[config.mk]
export PLATFORM = sky130hd
export DESIGN_NAME = alu_cmd_ctrl
export DESIGN_NICKNAME = d
export VERILOG_FILES = /design/src/rtl/alu_cmd_pkg.sv /design/src/rtl/alu_res_tx.sv /design/src/rtl/alu_cmd_ctrl.sv
export SDC_FILE = /design/constraint.sdc
export NUM_CORES = 1
export LEC_CHECK = 0
export BUFFER_PORTS_ARGS = -buffer_cell sky130_fd_sc_hd__buf_2
export CORE_MARGIN = 2
export CORE_UTILIZATION = 51
export DETAILED_ROUTE_END_ITERATION = 10
export GPL_TIMING_DRIVEN = 0
export HOLD_SLACK_MARGIN = 0.12
export PLACE_DENSITY_LB_ADDON = 0.05
export REMOVE_ABC_BUFFERS = 1
export SLEW_MARGIN = 20
export SYNTH_ARGS = -nofsm -noshare
export SYNTH_HDL_FRONTEND = slang
export SYNTH_HIERARCHICAL = 1
export SYNTH_SLANG_ARGS = --single-unit
[constraint.sdc]
create_clock -name CLK -period 1.8 [get_ports CLK]
set_input_delay 0.36 -clock CLK [delete_from_list [all_inputs] [get_ports CLK]]
set_output_delay 0.36 -clock CLK [all_outputs]
set_load 0.005 [all_outputs]
[src/rtl/alu_cmd_pkg.sv]
// Shared definitions for the ALU command controller: FSM states, command codes, ALU_FUN groups.
package alu_cmd_pkg;

  typedef enum logic [2:0] {
    S_IDLE,
    S_GET_A,
    S_GET_B,
    S_GET_FUN,
    S_ALU_RUN,
    S_WAIT_RES,
    S_TX_LO,
    S_TX_HI
  } ctrl_state_e;

  localparam logic [7:0] CMD_LOAD  = 8'hCC;
  localparam logic [7:0] CMD_REUSE = 8'hDD;

  // ALU_FUN[3:2] picks the functional unit inside the ALU.
  typedef enum logic [1:0] {
    FUN_GRP_ARITH = 2'b00,
    FUN_GRP_LOGIC = 2'b01,
    FUN_GRP_CMP   = 2'b10,
    FUN_GRP_SHIFT = 2'b11
  } fun_grp_e;

  function automatic fun_grp_e fun_group(input logic [3:0] fun);
    return fun_grp_e'(fun[3:2]);
  endfunction

endpackage

[src/rtl/alu_res_tx.sv]
// Sends the captured result low byte then high byte; registered strobe 1 cycle after TX_BUSY is seen low.
// While busy is high the strobe stays low and the data register holds its last byte.
module alu_res_tx
  import alu_cmd_pkg::*;
#(
  parameter int DATA_WIDTH = 8
) (
  input  logic                      clk_i,
  input  logic                      rst_ni,
  input  ctrl_state_e               state_i,
  input  logic [2*DATA_WIDTH-1:0]   result_i,
  input  logic                      tx_busy_i,
  output logic [DATA_WIDTH-1:0]     tx_data_o,
  output logic                      tx_vld_o,
  output logic                      byte_sent_o
);

  logic                  tx_lo;
  logic                  tx_hi;
  logic [DATA_WIDTH-1:0] data_q, data_d;
  logic                  vld_q, vld_d;

  assign tx_lo       = (state_i == S_TX_LO);
  assign tx_hi       = (state_i == S_TX_HI);
  assign byte_sent_o = (tx_lo || tx_hi) && !tx_busy_i;

  always_comb begin
    data_d = data_q;
    vld_d  = 1'b0;
    if (byte_sent_o) begin
      vld_d  = 1'b1;
      data_d = tx_hi ? result_i[2*DATA_WIDTH-1:DATA_WIDTH] : result_i[DATA_WIDTH-1:0];
    end
  end

  always_ff @(posedge clk_i or negedge rst_ni) begin
    if (!rst_ni) begin
      data_q <= '0;
      vld_q  <= 1'b0;
    end else begin
      data_q <= data_d;
      vld_q  <= vld_d;
    end
  end

  assign tx_data_o = data_q;
  assign tx_vld_o  = vld_q;

endmodule

[src/rtl/alu_cmd_ctrl.sv]
// Byte-command front end for an ALU: 0xCC A B FUN or 0xDD FUN, ALU_EN 1 cycle after FUN, result sent as two bytes.
// Optional ALU_CMD_TIMEOUT_EN aborts WAIT_RES after TIMEOUT_CYCLES with a CMD_ERR pulse.
module alu_cmd_ctrl
  import alu_cmd_pkg::*;
#(
  parameter int DATA_WIDTH     = 8,
  parameter int TIMEOUT_CYCLES = 16
) (
  input  logic                    CLK,
  input  logic                    RST,
  input  logic [DATA_WIDTH-1:0]   RX_P_DATA,
  input  logic                    RX_D_VLD,
  input  logic [2*DATA_WIDTH-1:0] ALU_OUT,
  input  logic                    ALU_OUT_VLD,
  output logic [3:0]              ALU_FUN,
  output logic                    ALU_EN,
  output logic [DATA_WIDTH-1:0]   OP_A,
  output logic [DATA_WIDTH-1:0]   OP_B,
  output logic [DATA_WIDTH-1:0]   TX_P_DATA,
  output logic                    TX_D_VLD,
  input  logic                    TX_BUSY,
  output logic                    CTRL_BUSY,
  output logic                    CMD_ERR
);

  localparam logic [DATA_WIDTH-1:0] LOAD_CODE  = DATA_WIDTH'(CMD_LOAD);
  localparam logic [DATA_WIDTH-1:0] REUSE_CODE = DATA_WIDTH'(CMD_REUSE);

  ctrl_state_e               state_q, state_d;
  logic [DATA_WIDTH-1:0]     op_a_q, op_a_d;
  logic [DATA_WIDTH-1:0]     op_b_q, op_b_d;
  logic [3:0]                fun_q, fun_d;
  logic [2*DATA_WIDTH-1:0]   res_q, res_d;
  logic                      err_q, err_d;
  logic                      byte_sent;
  logic                      timeout;

`ifdef ALU_CMD_TIMEOUT_EN
  localparam int TW = $clog2(TIMEOUT_CYCLES + 1);
  logic [TW-1:0] wait_cnt_q, wait_cnt_d;

  // Counter reads 0 on the first WAIT_RES cycle, so the abort lands after exactly TIMEOUT_CYCLES cycles there.
  assign timeout    = (wait_cnt_q == TW'(TIMEOUT_CYCLES - 1));
  assign wait_cnt_d = (state_q == S_WAIT_RES) ? wait_cnt_q + TW'(1) : '0;

  always_ff @(posedge CLK or negedge RST) begin
    if (!RST) wait_cnt_q <= '0;
    else      wait_cnt_q <= wait_cnt_d;
  end
`else
  logic unused_timeout_cfg;
  assign unused_timeout_cfg = |TIMEOUT_CYCLES;
  assign timeout            = 1'b0;
`endif

  always_comb begin
    state_d = state_q;
    op_a_d  = op_a_q;
    op_b_d  = op_b_q;
    fun_d   = fun_q;
    res_d   = res_q;
    err_d   = 1'b0;
    unique case (state_q)
      S_IDLE: begin
        if (RX_D_VLD) begin
          if (RX_P_DATA == LOAD_CODE)       state_d = S_GET_A;
          else if (RX_P_DATA == REUSE_CODE) state_d = S_GET_FUN;
          else                              err_d   = 1'b1;
        end
      end
      S_GET_A: begin
        if (RX_D_VLD) begin
          op_a_d  = RX_P_DATA;
          state_d = S_GET_B;
        end
      end
      S_GET_B: begin
        if (RX_D_VLD) begin
          op_b_d  = RX_P_DATA;
          state_d = S_GET_FUN;
        end
      end
      S_GET_FUN: begin
        if (RX_D_VLD) begin
          fun_d   = RX_P_DATA[3:0];
          state_d = S_ALU_RUN;
        end
      end
      S_ALU_RUN: state_d = S_WAIT_RES;
      S_WAIT_RES: begin
        if (ALU_OUT_VLD) begin
          res_d   = ALU_OUT;
          state_d = S_TX_LO;
        end else if (timeout) begin
          err_d   = 1'b1;
          state_d = S_IDLE;
        end
      end
      S_TX_LO: if (byte_sent) state_d = S_TX_HI;
      S_TX_HI: if (byte_sent) state_d = S_IDLE;
      default: state_d = S_IDLE;
    endcase
  end

  always_ff @(posedge CLK or negedge RST) begin
    if (!RST) begin
      state_q <= S_IDLE;
      op_a_q  <= '0;
      op_b_q  <= '0;
      fun_q   <= '0;
      res_q   <= '0;
      err_q   <= 1'b0;
    end else begin
      state_q <= state_d;
      op_a_q  <= op_a_d;
      op_b_q  <= op_b_d;
      fun_q   <= fun_d;
      res_q   <= res_d;
      err_q   <= err_d;
    end
  end

  alu_res_tx #(
    .DATA_WIDTH (DATA_WIDTH)
  ) u_res_tx (
    .clk_i       (CLK),
    .rst_ni      (RST),
    .state_i     (state_q),
    .result_i    (res_q),
    .tx_busy_i   (TX_BUSY),
    .tx_data_o   (TX_P_DATA),
    .tx_vld_o    (TX_D_VLD),
    .byte_sent_o (byte_sent)
  );

  assign ALU_FUN   = fun_q;
  assign OP_A      = op_a_q;
  assign OP_B      = op_b_q;
  assign ALU_EN    = (state_q == S_ALU_RUN);
  assign CTRL_BUSY = (state_q != S_IDLE);
  assign CMD_ERR   = err_q;

endmodule

# Word-level counts from Yosys, hierarchy flattened
# Index checks and enable logic that the tools add are counted.
[totals] ff_bits=49 input_bits=29 out_inout_bits=32 elab_cells=51
[op_classes] n_eq_ne=17 muxes=16 n_reduce_logical=10
[ops] op="$mux 3" count=9
[ops] op="$pmux 3 s8" count=1
[ops] op="$eq 8x8->1 const B" count=2
[ops] op="$ne 2x2->1 const B" count=7
[ops] op="$eq 3x3->1 const B" count=4
[ops] op="$mux 8" count=1
[ops] op="$reduce_and 2->1" count=4
[ops] op="$reduce_and 8->1" count=1
[ops] op="$eq 3x2->1 const B" count=2
[ops] op="$mux 1" count=5
[ops] op="$eq 3x1->1 const B" count=1
[ops] op="$logic_not 3->1" count=1
[ops] op="$ne 3x3->1 const B" count=1
[ops] op="$reduce_bool 3->1" count=1
[ops] op="$logic_and 1x1->1" count=1
[ops] op="$logic_not 1->1" count=1
[ops] op="$logic_or 1x1->1" count=1

# Logic depth before layout (Yosys ltp)
# Gate-level depths: netlist (run 1).
[depth] word_depth=5 ltp_mapped=6 mapped_depth_nobuf=5

# Hierarchy
# Netlist (run 1), hierarchy kept.
[modules_own_cells] module="alu_cmd_ctrl" n_inst=1 cells_each=105 area_per_inst_um2=1630.3
[modules_own_cells] module="alu_res_tx" n_inst=1 cells_each=28 area_per_inst_um2=493.0

# Least setup slack after synthesis (run 1)
# No wires, ideal clock.
[synth_timing] path_type="reg-to-reg" from="reg state_q[2]" to="reg state_q[0]" arrival_time_ns=1.410 setup_slack_ns=0.265 stages_incl_launch_ff=7 synth_period_minus_slack_ns=1.535 cell_sequence="dfrtp_1 > and3b_1 > buf_4 > nand2b_1 > a31oi_1 > nor2_1 > mux2_2"
[synth_via] elab_chain_len=5
[synth_rtl] item="from (decl)" line="alu_cmd_ctrl.sv:29" rtl="ctrl_state_e state_q, state_d;"
[synth_rtl] item="from (signal assigned)" line="alu_cmd_ctrl.sv:114" rtl="state_q <= state_d;"
[synth_rtl] item="$eq 3x3->1 (on tied branches)" line="alu_res_tx.sv:23, alu_res_tx.sv:24"
[synth_rtl] item="$logic_or 1x1->1 (*)" line="alu_res_tx.sv:25" rtl="assign byte_sent_o = (tx_lo || tx_hi) && !tx_busy_i;"
[synth_rtl] item="$logic_and 1x1->1 (*)" line="alu_res_tx.sv:25"
[synth_rtl] item="via byte_sent" line="alu_cmd_ctrl.sv:35" rtl="logic byte_sent;"
[synth_rtl] item="$ne 2x2->1 (no line)"
[synth_rtl] item="$reduce_and 8->1 (no line) (*)"
# The timed path passes the listed nets; every way through them passes the cells marked *.
# A chain may end at the register's enable or synchronous reset.

# Worst setup path in the final report (run 1)
[layout_timing] from="reg state_q[1]" to="out CTRL_BUSY"
[layout_via] elab_chain_len=1
[layout_rtl] item="$reduce_bool 3->1" line="alu_cmd_ctrl.sv:140" rtl="assign CTRL_BUSY = (state_q != S_IDLE);"
[layout_rtl] item="to (decl)" line="alu_cmd_ctrl.sv:22" rtl="output logic CTRL_BUSY,"
# No other way between the ends.

==> results of run 1 <==
[layer usage]
| layer | track usage | vias to the layer above | routed length (µm) |
|---|---|---|---|
| met1 | 0.207 | 642 | 1540 |
| met3 | 0.0698 | 4 | 310 |
| met4 | 0.0975 | 0 | 74 |
| li1 | - | 610 | - |
| met2 | 0.298 | 41 | 1950 |
| met5 | 0 | - | 0 |
[synthesized netlist by cell type]
library cell	instances
sky130_fd_sc_hd__dfrtp_1	49
sky130_fd_sc_hd__mux2_2	37
sky130_fd_sc_hd__mux2_4	16
sky130_fd_sc_hd__buf_2	4
sky130_fd_sc_hd__and3b_1	3
sky130_fd_sc_hd__buf_4	2
sky130_fd_sc_hd__nor2_1	2
sky130_fd_sc_hd__o21ai_0	2
sky130_fd_sc_hd__a31oi_1	1
sky130_fd_sc_hd__a41oi_2	1
sky130_fd_sc_hd__and2_1	1
sky130_fd_sc_hd__and3_1	1
sky130_fd_sc_hd__and4bb_2	1
sky130_fd_sc_hd__buf_6	1
sky130_fd_sc_hd__inv_1	1
sky130_fd_sc_hd__nand2b_1	1
sky130_fd_sc_hd__nand3_1	1
sky130_fd_sc_hd__nand4_1	1
sky130_fd_sc_hd__nand4b_4	1
sky130_fd_sc_hd__nor2b_1	1
sky130_fd_sc_hd__nor3_1	1
sky130_fd_sc_hd__nor4_1	1
sky130_fd_sc_hd__o2111a_1	1
sky130_fd_sc_hd__or3_4	1
sky130_fd_sc_hd__or3b_1	1
sky130_fd_sc_hd__xnor2_1	1
[per-stage QoR]
stage | worst slack [ns] | total power (µW)
detailed placement | -0.142 | 3740
global route | -0.0187 | 4760
finish | 0.0792 | 4410
global placement | -0.134 | 3630
floorplan | 0.0523 | 3120
CTS | 0.00633 | 4360
[worst max path at each step]
stage	start	end	slack (ns)	depth (start not counted)
final	state_q[1]$_DFFE_PN0P_	CTRL_BUSY	0.08	2
after global routing	state_q[1]$_DFFE_PN0P_	CTRL_BUSY	-0.02	2
after CTS	state_q[0]$_DFFE_PN0P_	CTRL_BUSY	0.006	2
after detailed placement	state_q[0]$_DFFE_PN0P_	state_q[0]$_DFFE_PN0P_	-0.14	4
after global placement	state_q[0]$_DFFE_PN0P_	state_q[0]$_DFFE_PN0P_	-0.13	4
after floorplan	state_q[0]$_DFFE_PN0P_	state_q[0]$_DFFE_PN0P_	0.05	4
[sequential cells by signal, indices dropped and copies added, names as in the netlist]
| name | count |
|---|---|
| u_res_tx/tx_vld_o | 1 |
| res_q | 16 |
| OP_B | 8 |
| ALU_FUN | 4 |
| state_q | 3 |
| CMD_ERR | 1 |
| OP_A | 8 |
| u_res_tx/tx_data_o | 8 |
[logic make-up (layout without fill, tap and decap cells)]
logic type             Yosys count  in the layout  share of synthesized area
flip-flops                      49             49                      0.577
buffers and inverters            8             76                     0.0236
AO/OA/AOI/OAI                    5              5                     0.0206
XOR/XNOR                         1              1                    0.00413
AND/OR/NAND/NOR                 17             17                     0.0648
multiplexers                    53             53                      0.309
[cell type report]
type / count / area share
Sequential cell: 49 / 0.476
Multi-Input combinational cell: 76 / 0.329
Timing Repair Buffer: 67 / 0.138
Clock buffer: 8 / 0.0310
Tap cell: 50 / 0.0242
Inverter: 1 / 0.00145
[report_power, final]
group	internal (µW)	switching, µW	total, µW
logic	1200	620	1820
registers	1660	340	2000
clock network	276	326	602
[timing repair]
| action | in CTS | in global routing |
|---|---|---|
| hold buffers | 0 | 1 |
| resized for setup | 2 | 3 |
| pin swaps | 0 | 0 |
| hold endpoints to repair | 0 | 49 |
| setup buffers | 0 | 6 |
| endpoints found under the setup margin | 32 | 9 |
==> flow_summary.ini, run 1 <==
[placement]
finalWeightedCongestion = 0.730
dpl.cell_count = 236
place.port_buffers = 60
place_area_mm2 = 0.00244
dp_hpwl_um = 2730

[cells_and_area]
stdcell_area_mm2 = 0.00259
leading_cell_type_in_the_layout_fill_and_taps_excluded = sky130_fd_sc_hd__buf_2
layout.cells.most_common_list = 59 x sky130_fd_sc_hd__buf_2, 48 x sky130_fd_sc_hd__dfrtp_1, 37 x sky130_fd_sc_hd__mux2_2
stdcell_count = 251
final_layout_size_suffix_gt1_frac = 0.652
multi_input_comb_area_um2 = 852
area_grow_syn2layout_pct = 21.8
insertedDiodeCount = 0
regArea_mm2 = 0.00123
filler_cells_inserted = 316
fin_nets = 229
postLayoutCoreUtil = 0.647

[sta]
finalCritPeriodShare = 0.956
timing.hold.ws_ns = 0.292
timing_hold_violations_final = 0
period_needed_ns = 1.72
fin_tns_setup_ns = 0
fin_skew_ns = 0.00757
maxSlewHeadroom = 0.601
timing.final.max_slew_violations = 0
fmax_mhz = 581
max_slew.worst_pin.slew_ns = 0.598
setup_viol = 0

[worst_setup_path]
worst_ep_arrival_time_ns = 1.36
critPathSlowestCell = sky130_fd_sc_hd__dfrtp_1
worst-path-buf-inv = 1
cp_slowest_stage_delay_ns = 0.51
crit_type = flop to primary output
worstPathCellList = or3_4 -> buf_2
critical_path.top_delay_family = flip-flops
worstSetupStartpointType = flop
r2r_slack_ns = 0.09
critPathRequiredTime_ns = 1.44
r2r_end = OP_B[5]$_DFFE_PN0P_
end_kind = primary output
reg2reg_depth = 3
worstPathMaxFanout = 13
rr_startpoint = state_q[2]$_DFFE_PN0P_

[route]
drcViolationCount = 0
finalWirelength_um = 3880
detailroute.via_count = 1297
viasPerCell = 5.17
detail_route.first_pass.iterations = 4
ant_nets = 0
drt_iter0_drc = 51
wl_per_cell_um = 15.4

[clocking]
cts-root-buf = sky130_fd_sc_hd__clkbuf_8
clk_pin_slew_ns = 0.08
cts-root-to-sink-buffers = 2
cts-buffers-inserted = 5
worst_skew_pair.late_latency_ns = 0.29
cts.sink_count = 49
htree_levels = 2
tritoncts = yes

[synth]
ys_seq_area_frac = 0.577
yosys.area.top_type = sky130_fd_sc_hd__dfrtp_1
avgSynthCellArea_um2 = 16.0
synth_seq_cells = 49
synth.yosys.warnings = 6
ys_types = 26
synth.top_cells.by_area = sky130_fd_sc_hd__dfrtp_1 58%, sky130_fd_sc_hd__mux2_2 20%, sky130_fd_sc_hd__mux2_4 11%
synth.top_cell.area_share = 0.577
syn-cell-area_mm2 = 0.00212
syn-instance-count = 133

[floorplan]
core_area_mm2 = 0.00400
die_area_mm2 = 0.00470
num_io_pins = 61
floorplan.initialDensity = 0.531
x_dimension_of_the_die_um = 68.5
dieHeight_um = 68.5
std_cell_rows = 23

[global_routing]
grtUsageTotal = 0.183
grt_start_max_net_pins = 50
grt_pass1_wl_um = 6010
antenna_violations_before_repair = 0
grt_overflow = 0
first_global_vias = 1250

[power]
powerDensity_mw_per_mm2 = 1710
leakage_uw = 0.00127
power.ir.vdd_worst_mv = 0.994

[min_path]
hold_start = ALU_OUT[5]
min_path_type = primary input to flop
hold_path_depth = 2
min_to = res_q[5]$_DFFE_PN0P_

[run_status]
status = completed

[flow_run]
maxCapViolations = 0
(Power assumes the default switching activity.)
==> inputs of run 2 (changes only) <==
--- a/config.mk
+++ b/config.mk
@@ -7,7 +7,7 @@
 export LEC_CHECK = 0
 export BUFFER_PORTS_ARGS = -buffer_cell sky130_fd_sc_hd__buf_2
 export CORE_MARGIN = 2
-export CORE_UTILIZATION = 51
+export CORE_UTILIZATION = 55
 export DETAILED_ROUTE_END_ITERATION = 10
 export GPL_TIMING_DRIVEN = 0
 export HOLD_SLACK_MARGIN = 0.12
==> constraint.sdc (replaced) <==
create_clock -name CLK -period 2.1 [get_ports CLK]
set_input_delay 0.42 -clock CLK [delete_from_list [all_inputs] [get_ports CLK]]
set_output_delay 0.42 -clock CLK [all_outputs]
set_load 0.005 [all_outputs]
==> flow_summary.ini, run 2 (synthesized netlist as in run 1, its figures left out) <==
[run_status]
status = completed

[cells_and_area]
fin_nets = 222
area_grow_syn2layout_pct = 19.0
insertedDiodeCount = 0
largest-register = res_q
filler_cells_inserted = 286
layout.cells.most_common_list = 59 x sky130_fd_sc_hd__buf_2, 48 x sky130_fd_sc_hd__dfrtp_1, 37 x sky130_fd_sc_hd__mux2_2
largest_reg_flops = 16
leading_cell_type_in_the_layout_fill_and_taps_excluded = sky130_fd_sc_hd__buf_2
final_layout_size_suffix_gt1_frac = 0.642

[route]
drt_iter0_drc = 50
drcViolationCount = 0
finalWirelength_um = 3770
detailroute.via_count = 1260
viasPerCell = 5.23
detail_route.first_pass.iterations = 4
ant_nets = 0
wl_per_cell_um = 15.6

[clocking]
cts-hold-fix-buffers = 0
tritoncts = yes
worst_skew_pair.late_latency_ns = 0.29
cts-root-to-sink-buffers = 2
cts-root-buf = sky130_fd_sc_hd__clkbuf_8
clk_pin_slew_ns = 0.08
cts.sink_count = 49
cts-buffers-inserted = 5
htree_levels = 2

[global_routing]
grt_overflow = 0
first_global_vias = 1276
global_route.usage.met1 = 0.268
antenna_violations_before_repair = 0
gr-usage-met2 = 0.311
met3_usage = 0.0528
globalRoute.busiestLayer = met2
grt_start_max_net_pins = 50
grt_pass1_wl_um = 6380
grtUsageTotal = 0.199

[sta]
timing_hold_violations_final = 0
grt_setup_unrepaired = no
fin_skew_ns = 0.00618
fmax_mhz = 520
timing.final.max_slew_violations = 0
fin_tns_setup_ns = 0
period_needed_ns = 1.92
setup_viol = 0
finalCritPeriodShare = 0.917
maxSlewHeadroom = 0.569
timing.hold.ws_ns = 0.119
max_slew.worst_pin.slew_ns = 0.646

[power]
internal_power_uw = 2620
comb_power_share = 0.382
reg_power_frac = 0.472
switching_power_uw = 1080
power.share.clock = 0.146
power.ir.vdd_worst_mv = 0.794
sw_frac_of_total = 0.291
powerDensity_mw_per_mm2 = 1460
leakage_uw = 0.00124

[worst_setup_path]
worstSetupStartpointType = flop
worstPathMaxFanout = 13
crit_path_end = state_q[0]$_DFFE_PN0P_
worstSetupStartpoint = state_q[1]$_DFFE_PN0P_
reg2reg_depth = 5
cp_slowest_stage_delay_ns = 0.51
worst_ep_arrival_time_ns = 2.10
end_kind = flop
r2r_slack_ns = 0.18
critPathSlowestCell = sky130_fd_sc_hd__dfrtp_1
worstPathCellList = and3b_1 -> nand2b_1 -> a31oi_1 -> nor2_1 -> mux2_2
rr_startpoint = state_q[1]$_DFFE_PN0P_
r2r_end = state_q[0]$_DFFE_PN0P_
critPathRequiredTime_ns = 2.28
crit_type = flop to flop

[floorplan]
std_cell_rows = 22
core_area_mm2 = 0.00369
num_io_pins = 61
dieHeight_um = 66.1
floorplan.initialDensity = 0.576
x_dimension_of_the_die_um = 66.1
die_area_mm2 = 0.00437

[flow_run]
maxCapViolations = 0

[min_path]
min_path_type = primary input to asynchronous set/reset pin

[placement]
dp_hpwl_um = 2710
place.port_buffers = 60
finalWeightedCongestion = 0.702
## run 2: layout make-up
class	instances	area, µm²	area share
Sequential cell	49	1230	0.486
Multi-Input combinational cell	76	847	0.335
Timing Repair Buffer	60	303	0.120
Clock buffer	7	86.3	0.0342
Tap cell	48	60.1	0.0238
Inverter	1	3.75	0.00149
## run 2: worst max-delay path: cells and delay by family, from the launching register on
family	cells	cell delay, ns
AOI/OAI and AO/OA	1	0.24
DFF	1	0.51
muxes	1	0.26
and+or+nand+nor	3	0.80
## run 2: how the worst min path moves through the flow
stage | startpoint | endpoint | slack (ns)
detailed placement | OP_B[7]$_DFFE_PN0P_ | OP_B[7]$_DFFE_PN0P_ | 0.49
CTS | RX_D_VLD | CMD_ERR$_DFF_PN0_ | 0.33
global placement | OP_B[6]$_DFFE_PN0P_ | OP_B[6]$_DFFE_PN0P_ | 0.48
finish | RST | OP_B[4]$_DFFE_PN0P_ | 0.12
floorplan | RST | ALU_FUN[0]$_DFFE_PN0P_ | 0.12
global route | RST | OP_A[6]$_DFFE_PN0P_ | 0.15
## run 2: timing repair
item,4_1_cts,5_1_grt
gates resized for setup,0,1
hold endpoints to repair,0,0
buffers inserted,0,0
setup endpoints to repair,0,3
## run 2: power groups by stage
stage | Combinational, µW | Clock, µW | Sequential, µW
floorplan | 940 | 0 | 1730
global placement | 1380 | 0 | 1730
detailed placement | 1440 | 0 | 1770
CTS | 1440 | 557 | 1760
global route | 1560 | 597 | 1830
finish | 1410 | 539 | 1750
## run 2: per-layer routing
| layer | part of all wire | vias up |
|---|---|---|
| met3 | 0.058 | 4 |
| met5 | 0 | - |
| met2 | 0.50 | 43 |
| met1 | 0.43 | 614 |
| li1 | - | 599 |
| met4 | 0.0095 | 0 |
## run 2: metrics by stage
stage               std cells  utilization  power [µW]  setup WS [ns]  area, µm²
global placement          234        0.661        3110          0.155       2440
CTS                       241        0.684        3750         0.0512       2520
detailed placement        234        0.661        3210         0.0840       2440
floorplan                 126            -        2670          0.352       2080
finish                    241        0.685        3700          0.175       2530
global route              241        0.685        3990         0.0315       2530
